File: config.mk
export PLATFORM = sky130hd
export DESIGN_NAME = pixel_feeder_flat
export DESIGN_NICKNAME = d
export VERILOG_FILES = /design/src/rtl/pixel_feeder_pkg.sv /design/src/rtl/pixel_feeder_if.sv /design/src/rtl/pixel_feeder_fifo.sv /design/src/rtl/pixel_feeder.sv /design/src/flat_wrapper.sv
export SDC_FILE = /design/constraint.sdc
export NUM_CORES = 1
export LEC_CHECK = 0
export ABC_CLOCK_PERIOD_IN_PS = 3750
export BUFFER_PORTS_ARGS = -buffer_cell sky130_fd_sc_hd__buf_2
export CAP_MARGIN = 30
export CORE_MARGIN = 8
export CORE_UTILIZATION = 60
export CTS_CLUSTER_DIAMETER = 50
export DETAILED_ROUTE_END_ITERATION = 8
export GPL_ROUTABILITY_DRIVEN = 0
export PLACE_DENSITY = 0.78
export SKIP_LAST_GASP = 1
export SLEW_MARGIN = 20
export SYNTH_ARGS = -nofsm -noshare
export SYNTH_HDL_FRONTEND = slang
export SYNTH_HIERARCHICAL = 1
export SYNTH_SLANG_ARGS = --single-unit
File: constraint.sdc
create_clock -name clk -period 3.75 [get_ports clk]
set_clock_uncertainty 0.1 [all_clocks]
set_input_delay 0.375 -clock clk [delete_from_list [all_inputs] [get_ports clk]]
set_output_delay 0.375 -clock clk [all_outputs]
set_load 0.03 [all_outputs]
File: src/rtl/pixel_feeder_pkg.sv
// Shared state type and default constants for the pixel feeder and its buffer.
package pixel_feeder_pkg;

    typedef enum logic [1:0] {
        IDLE,
        STREAM,
        DONE
    } state_t;

    localparam int DEF_IMG_WIDTH  = 4;
    localparam int DEF_IMG_HEIGHT = 2;
    localparam int DEF_DATA_WIDTH = 8;
    localparam int DEF_DIV        = 4;
    localparam int DEF_FIFO_DEPTH = 16;

endpackage

File: src/rtl/pixel_feeder_if.sv
// Upstream pixel handshake plus the paced pixel stream toward the display controller.
// Defining PIXEL_FEEDER_UNDERRUN_CNT_EN adds the underrun_cnt signal.
interface pixel_feeder_if
    import pixel_feeder_pkg::*;
#(
    parameter int DATA_WIDTH = DEF_DATA_WIDTH
);
    logic                  start;
    logic                  in_valid;
    logic [DATA_WIDTH-1:0] in_data;
    logic                  in_ready;
    logic                  pix_tick;
    logic [DATA_WIDTH-1:0] pix_data;
    logic                  pix_valid;
    logic                  frame_done;
`ifdef PIXEL_FEEDER_UNDERRUN_CNT_EN
    logic [15:0]           underrun_cnt;

    modport master (
        output start, in_valid, in_data,
        input  in_ready, pix_tick, pix_data, pix_valid, frame_done, underrun_cnt
    );

    modport slave (
        input  start, in_valid, in_data,
        output in_ready, pix_tick, pix_data, pix_valid, frame_done, underrun_cnt
    );
`else
    modport master (
        output start, in_valid, in_data,
        input  in_ready, pix_tick, pix_data, pix_valid, frame_done
    );

    modport slave (
        input  start, in_valid, in_data,
        output in_ready, pix_tick, pix_data, pix_valid, frame_done
    );
`endif
endinterface

File: src/rtl/pixel_feeder_fifo.sv
// Single-clock pixel buffer with first-word-fall-through head (rd_data is valid whenever !empty).
module pixel_fifo
    import pixel_feeder_pkg::*;
#(
    parameter int DATA_WIDTH = DEF_DATA_WIDTH,
    parameter int DEPTH      = DEF_FIFO_DEPTH
) (
    input  logic                  clk,
    input  logic                  reset,
    input  logic                  push,
    input  logic                  pop,
    input  logic [DATA_WIDTH-1:0] wr_data,
    output logic [DATA_WIDTH-1:0] rd_data,
    output logic                  full,
    output logic                  empty
);
    localparam int AW = $clog2(DEPTH);

    logic [DATA_WIDTH-1:0] mem [DEPTH];
    logic [AW:0]           wr_ptr;
    logic [AW:0]           rd_ptr;
    logic                  do_push;
    logic                  do_pop;

    // The extra pointer bit tells a full buffer apart from an empty one.
    assign empty   = (wr_ptr == rd_ptr);
    assign full    = (wr_ptr[AW] != rd_ptr[AW]) && (wr_ptr[AW-1:0] == rd_ptr[AW-1:0]);
    assign rd_data = mem[rd_ptr[AW-1:0]];
    assign do_push = push && !full;
    assign do_pop  = pop && !empty;

    always_ff @(posedge clk) begin
        if (do_push) begin
            mem[wr_ptr[AW-1:0]] <= wr_data;
        end
    end

    always_ff @(posedge clk) begin
        if (reset) begin
            wr_ptr <= '0;
            rd_ptr <= '0;
        end else begin
            if (do_push) begin
                wr_ptr <= wr_ptr + 1'b1;
            end
            if (do_pop) begin
                rd_ptr <= rd_ptr + 1'b1;
            end
        end
    end

endmodule

File: src/rtl/pixel_feeder.sv
// Buffers upstream pixels and releases one per pix_tick (every DIV clocks) for a whole frame.
// Defining PIXEL_FEEDER_UNDERRUN_CNT_EN adds a saturating underrun tick counter.
module pixel_feeder
    import pixel_feeder_pkg::*;
#(
    parameter int IMG_WIDTH  = DEF_IMG_WIDTH,
    parameter int IMG_HEIGHT = DEF_IMG_HEIGHT,
    parameter int DATA_WIDTH = DEF_DATA_WIDTH,
    parameter int DIV        = DEF_DIV,
    parameter int FIFO_DEPTH = DEF_FIFO_DEPTH
) (
    input  logic           clk,
    input  logic           reset,
    pixel_feeder_if.slave  bus
);
    localparam int TOTAL = IMG_WIDTH * IMG_HEIGHT;
    localparam int CNT_W = $clog2(TOTAL + 1);
    localparam int DIV_W = $clog2(DIV);
    localparam logic [CNT_W-1:0] TOTAL_C  = CNT_W'(TOTAL);
    localparam logic [DIV_W-1:0] DIV_LAST = DIV_W'(DIV - 1);

    state_t                state;
    state_t                state_next;
    logic [CNT_W-1:0]      in_cnt;
    logic [CNT_W-1:0]      out_cnt;
    logic [DIV_W-1:0]      div_cnt;
    logic [DATA_WIDTH-1:0] head;
    logic                  fifo_full;
    logic                  fifo_empty;
    logic                  push;
    logic                  pop;
    logic                  tick_now;
    logic                  start_ok;

    pixel_fifo #(
        .DATA_WIDTH (DATA_WIDTH),
        .DEPTH      (FIFO_DEPTH)
    ) u_fifo (
        .clk     (clk),
        .reset   (reset),
        .push    (push),
        .pop     (pop),
        .wr_data (bus.in_data),
        .rd_data (head),
        .full    (fifo_full),
        .empty   (fifo_empty)
    );

    // start only matters outside STREAM; a restart from DONE also clears the frame counters.
    always_comb begin
        state_next = state;
        start_ok   = 1'b0;
        case (state)
            IDLE: begin
                if (bus.start) begin
                    state_next = STREAM;
                    start_ok   = 1'b1;
                end
            end
            STREAM: begin
                if (out_cnt == TOTAL_C) begin
                    state_next = DONE;
                end
            end
            DONE: begin
                if (bus.start) begin
                    state_next = STREAM;
                    start_ok   = 1'b1;
                end
            end
            default: state_next = IDLE;
        endcase
    end

    assign bus.in_ready   = !fifo_full && (in_cnt < TOTAL_C) && (state != DONE);
    assign bus.frame_done = (state == DONE);
    assign push           = bus.in_valid && bus.in_ready;
    assign tick_now       = (state == STREAM) && (div_cnt == DIV_LAST);
    assign pop            = tick_now && !fifo_empty;

    // Outputs are registered on the tick edge so the popped head lines up with pix_tick.
    always_ff @(posedge clk) begin
        if (reset) begin
            state         <= IDLE;
            div_cnt       <= '0;
            in_cnt        <= '0;
            out_cnt       <= '0;
            bus.pix_tick  <= 1'b0;
            bus.pix_data  <= '0;
            bus.pix_valid <= 1'b0;
        end else begin
            state        <= state_next;
            div_cnt      <= ((state == STREAM) && (div_cnt != DIV_LAST)) ? div_cnt + 1'b1 : '0;
            bus.pix_tick <= tick_now;
            if (tick_now) begin
                bus.pix_data  <= pop ? head : '0;
                bus.pix_valid <= pop;
            end
            if (start_ok && (state == DONE)) begin
                in_cnt  <= '0;
                out_cnt <= '0;
            end else begin
                if (push) begin
                    in_cnt <= in_cnt + 1'b1;
                end
                if (pop) begin
                    out_cnt <= out_cnt + 1'b1;
                end
            end
        end
    end

`ifdef PIXEL_FEEDER_UNDERRUN_CNT_EN
    always_ff @(posedge clk) begin
        if (reset || start_ok) begin
            bus.underrun_cnt <= '0;
        end else if (tick_now && fifo_empty && (bus.underrun_cnt != 16'hFFFF)) begin
            bus.underrun_cnt <= bus.underrun_cnt + 1'b1;
        end
    end
`endif

endmodule

File: src/flat_wrapper.sv
// flat-port wrapper written by rule: the top's interface ports become plain ports
module pixel_feeder_flat import pixel_feeder_pkg::*;
#(
    parameter int IMG_WIDTH  = DEF_IMG_WIDTH,
    parameter int IMG_HEIGHT = DEF_IMG_HEIGHT,
    parameter int DATA_WIDTH = DEF_DATA_WIDTH,
    parameter int DIV        = DEF_DIV,
    parameter int FIFO_DEPTH = DEF_FIFO_DEPTH
)
  (clk, reset, bus_start, bus_in_valid, bus_in_data, bus_in_ready, bus_pix_tick, bus_pix_data, bus_pix_valid, bus_frame_done);
  pixel_feeder_if #(.DATA_WIDTH(DATA_WIDTH)) bus_i ();
  input  logic clk;
  input  logic reset;
  input wire logic [$bits(bus_i.start)-1:0] bus_start;
  input wire logic [$bits(bus_i.in_valid)-1:0] bus_in_valid;
  input wire logic [$bits(bus_i.in_data)-1:0] bus_in_data;
  output wire logic [$bits(bus_i.in_ready)-1:0] bus_in_ready;
  output wire logic [$bits(bus_i.pix_tick)-1:0] bus_pix_tick;
  output wire logic [$bits(bus_i.pix_data)-1:0] bus_pix_data;
  output wire logic [$bits(bus_i.pix_valid)-1:0] bus_pix_valid;
  output wire logic [$bits(bus_i.frame_done)-1:0] bus_frame_done;
  assign bus_i.start = bus_start;
  assign bus_i.in_valid = bus_in_valid;
  assign bus_i.in_data = bus_in_data;
  assign bus_in_ready = bus_i.in_ready;
  assign bus_pix_tick = bus_i.pix_tick;
  assign bus_pix_data = bus_i.pix_data;
  assign bus_pix_valid = bus_i.pix_valid;
  assign bus_frame_done = bus_i.frame_done;
  pixel_feeder #(.IMG_WIDTH(IMG_WIDTH), .IMG_HEIGHT(IMG_HEIGHT), .DATA_WIDTH(DATA_WIDTH), .DIV(DIV), .FIFO_DEPTH(FIFO_DEPTH)) u_core (.clk(clk), .reset(reset), .bus(bus_i));
endmodule
==> impl_metrics.csv <==
group,metric,value,unit
run_status,status,"finished, final reports clean",
flow_run,max_cap_violations,0,
grt,gr-usage-met2,29.8,%
yosys,yosysMostFrequentCell,"edfxtp_1",
sta,worst_pin_slew,0.597,ns
worst_hold_path,worstHoldStart,"bus_start",
worst_setup_path,critical_path_class,"flip-flop to flip-flop",
placement,io_buffers,23,
worst_setup_path,crit_path_end_kind,"flip-flop",
placement,dp_hpwl,8.85,mm
worst_setup_path,crit_fanout,11,
worst_setup_path,r2r_end,"u_core/u_fifo/mem[4][7]$_DFFE_PP_",
sta,relSlewSlack,60.2,%
yosys,synth_fp_nets,409,
floorplan,num_rows,38,
clocking,clock_latency,0.42,ns
drt,via_per_inst,6.33,
sta,post-route-min-period,3.07,ns
sta,holdWs,0.165,ns
finish,seq_area,4570,µm²
clocking,cts_resized,0,
clocking,cts.reportedPaths.clkPinSlew,0.06,ns
worst_setup_path,worst_r2r_path_depth,9,
yosys,ys_seq_area_share,67.5,%
worst_setup_path,rrSetupSlack,0.68,ns
floorplan,dieArea,14900,µm²
sta,timing.final.crit_share,81.8,%
clocking,cts_inserted_buffers,17,
grt,overflow,0,
grt,grt_pass1_wl,20.1,mm
yosys,synth_warnings,6,
worst_setup_path,crit_path_start,"u_core/u_fifo/wr_ptr[2]$_SDFFE_PP0P_",
clocking,cts_sinks,164,
drt,dr.pass1.iters,5,
finish,num-nets-final,439,
sta,setup-tns-final,0,ns
grt,grt_util_met1,24.6,%
finish,multi_input_area,2030,µm²
sta,maxSlewViolCount,0,
pwr,powerDensity,506,nW/µm²
sta,hold_viol,0,
grt,grt_use_total,19.0,%
yosys,synth_top_area_share,56.8,%
yosys,synth_edf_count,128,
drt,drt-total-wl,13.4,mm
yosys,synth_top_cell_by_area,"edfxtp_1",
grt,grt_max_degree,34,
floorplan,start_util,61.8,%
worst_setup_path,crit_path_start_kind,"flip-flop",
yosys,synth_common_cells,"edfxtp_1 (128), dfxtp_1 (36), mux4_1 (24)",
yosys,synthFlopType,"edfxtp_1",
grt,grt_antenna_before_repair,1,
floorplan,fp.dieH,122,µm
sta,rsz0062_at_grt,"no",
clocking,cts_tree,"done",
worst_setup_path,worstPathArrival,3.05,ns
pwr,irDropWorstVdd,0.414,mV
yosys,yosys.cell_types.count,51,
pwr,cellLeakagePower,2.56,nW
worst_setup_path,timing.rr.start,"u_core/u_fifo/wr_ptr[2]$_SDFFE_PP0P_",
yosys,syn_inst,388,
floorplan,ios,24,
worst_setup_path,crit_path_end,"u_core/u_fifo/mem[4][7]$_DFFE_PP_",
finish,drive_above_1_share,18.6,%
sta,setup_viol,0,
yosys,post_synth.cell_area_avg,17.4,µm²
clocking,cts_max_path_buffers,2,
drt,first_iter_violations,263,
finish,n_antenna_cell,0,
grt,busiest_layer,"met2",
drt,vias,3617,
worst_hold_path,hold_path_class,"input pin to flip-flop",
drt,ant_nets,0,
worst_setup_path,worstPathRequired,3.73,ns
floorplan,die_width,122,µm
clocking,cts-htree-levels,4,
clocking,cts_setup_buffers,0,
drt,drc,0,
worst_hold_path,hold_depth,3,
finish,area_delta_synth_final,11.9,%
grt,grt_pass1_vias,3518,
clocking,hold_buffers,0,
yosys,synth_seq_cells,164,
finish,nFillCells,687,
clocking,root_buffer,"clkbuf_16",
grt,use_met3,4.86,%
yosys,async_reset_ff_share,0,%
drt,wl_per_cell,23.4,µm
sta,timing.fmax,326,MHz
yosys,synth_area_leaders,"edfxtp_1 (57%), dfxtp_1 (11%), mux4_1 (9.3%)",
yosys,syn_area,6760,µm²
floorplan,core,10900,µm²
## metal layers
layer | wire (µm) | up-vias | share of wire, %
met4 | 251 | 2 | 1.9
met3 | 992 | 21 | 7.4
li1 | - | 1633 | -
met1 | 5480 | 1796 | 41
met5 | 12 | - | 0.090
met2 | 6650 | 165 | 50
## area by class of cell
type / count / area share (%)
Clock buffer: 19 / 5.72
Tap cell: 140 / 2.31
Multi-Input combinational cell: 192 / 26.8
Clock inverter: 13 / 2.08
Timing Repair Buffer: 28 / 2.02
Inverter: 15 / 0.744
Sequential cell: 164 / 60.3
## logic make-up (layout without fill, tap and decap cells)
logic type                 count (synthesis)  in the layout  synth area share [%]
and+or+nand+nor                           85             85                  7.33
DFF                                      164            164                  67.5
AOI/OAI and AO/OA                         44             44                  4.31
buffers and inverters                     32             75                  2.50
muxes                                     47             47                  15.8
xor gates and xnor gates                   7              7                 0.907
adders and majority gates                  9              9                  1.67
## layout by cell type (no fill, tap or decap), drive strengths merged, types with 3 or more instances in the layout
| master | count |
|---|---|
| clkinvlp | 5 |
| ha | 9 |
| nand2 | 14 |
| nor2 | 14 |
| inv | 15 |
| edfxtp | 128 |
| mux2 | 5 |
| and3 | 12 |
| nand4 | 6 |
| xnor2 | 6 |
| o21ai | 4 |
| clkbuf | 19 |
| mux4 | 40 |
| buf | 28 |
| bufinv | 3 |
| a21oi | 21 |
| nand3b | 10 |
| o31ai | 4 |
| dfxtp | 36 |
| nor2b | 3 |
| o311ai | 4 |
| and4 | 6 |
| clkinv | 5 |
| nand3 | 3 |
| nand2b | 4 |
## flip-flops by register name, indices dropped and copies added, names as in the netlist, named ones only
| name | count |
|---|---|
| u_core/bus.pix_data | 8 |
| u_core/bus.pix_tick | 1 |
| u_core/bus.pix_valid | 1 |
| u_core/div_cnt | 2 |
| u_core/in_cnt | 4 |
| u_core/out_cnt | 4 |
| u_core/state | 2 |
| u_core/u_fifo/mem | 128 |
| u_core/u_fifo/rd_ptr | 5 |
| u_core/u_fifo/wr_ptr | 5 |
## report_power, final
| group | internal (mW) | switching [mW] |
|---|---|---|
| Combinational | 0.0401 | 0.0816 |
| Sequential | 1.98 | 0.0104 |
| Clock | 1.04 | 0.673 |
## how the worst min path moves through the flow
stage | endpoint | slack (ns)
finish | u_core/state[0]$_SDFFE_PP0P_ | 0.17
global route | u_core/state[0]$_SDFFE_PP0P_ | 0.16
CTS | u_core/in_cnt[1]$_SDFFE_PP0P_ | 0.15
detailed placement | u_core/bus.pix_data[3]$_SDFFE_PP0P_ | 0.34
global placement | u_core/div_cnt[0]$_SDFF_PP0_ | 0.32
floorplan | u_core/div_cnt[0]$_SDFF_PP0_ | 0.30
## through the flow
step	utilization (%)	instance area, µm²	cells	power [mW]	setup slack, ns
2_1_floorplan	-	6760	388	2.09	0.930
3_3_place_gp	63.8	6980	539	2.14	0.867
3_5_place_dp	63.8	6980	539	2.15	0.730
4_1_cts	69.2	7570	571	3.86	0.719
5_1_grt	69.2	7570	571	3.95	0.469
6_report	69.2	7570	571	3.83	0.682
## worst max-delay path, cell delays in order (launching register included)
cell	delay, ns
dfxtp_1	0.56
xnor2_1	0.13
nand4_1	0.17
nor2_1	0.12
or2_1	0.33
nor3_1	0.19
buf_4	0.18
a21boi_2	0.29
buf_4	0.22
and4_1	0.43
Note: power is estimated with default switching activity, not from simulation.
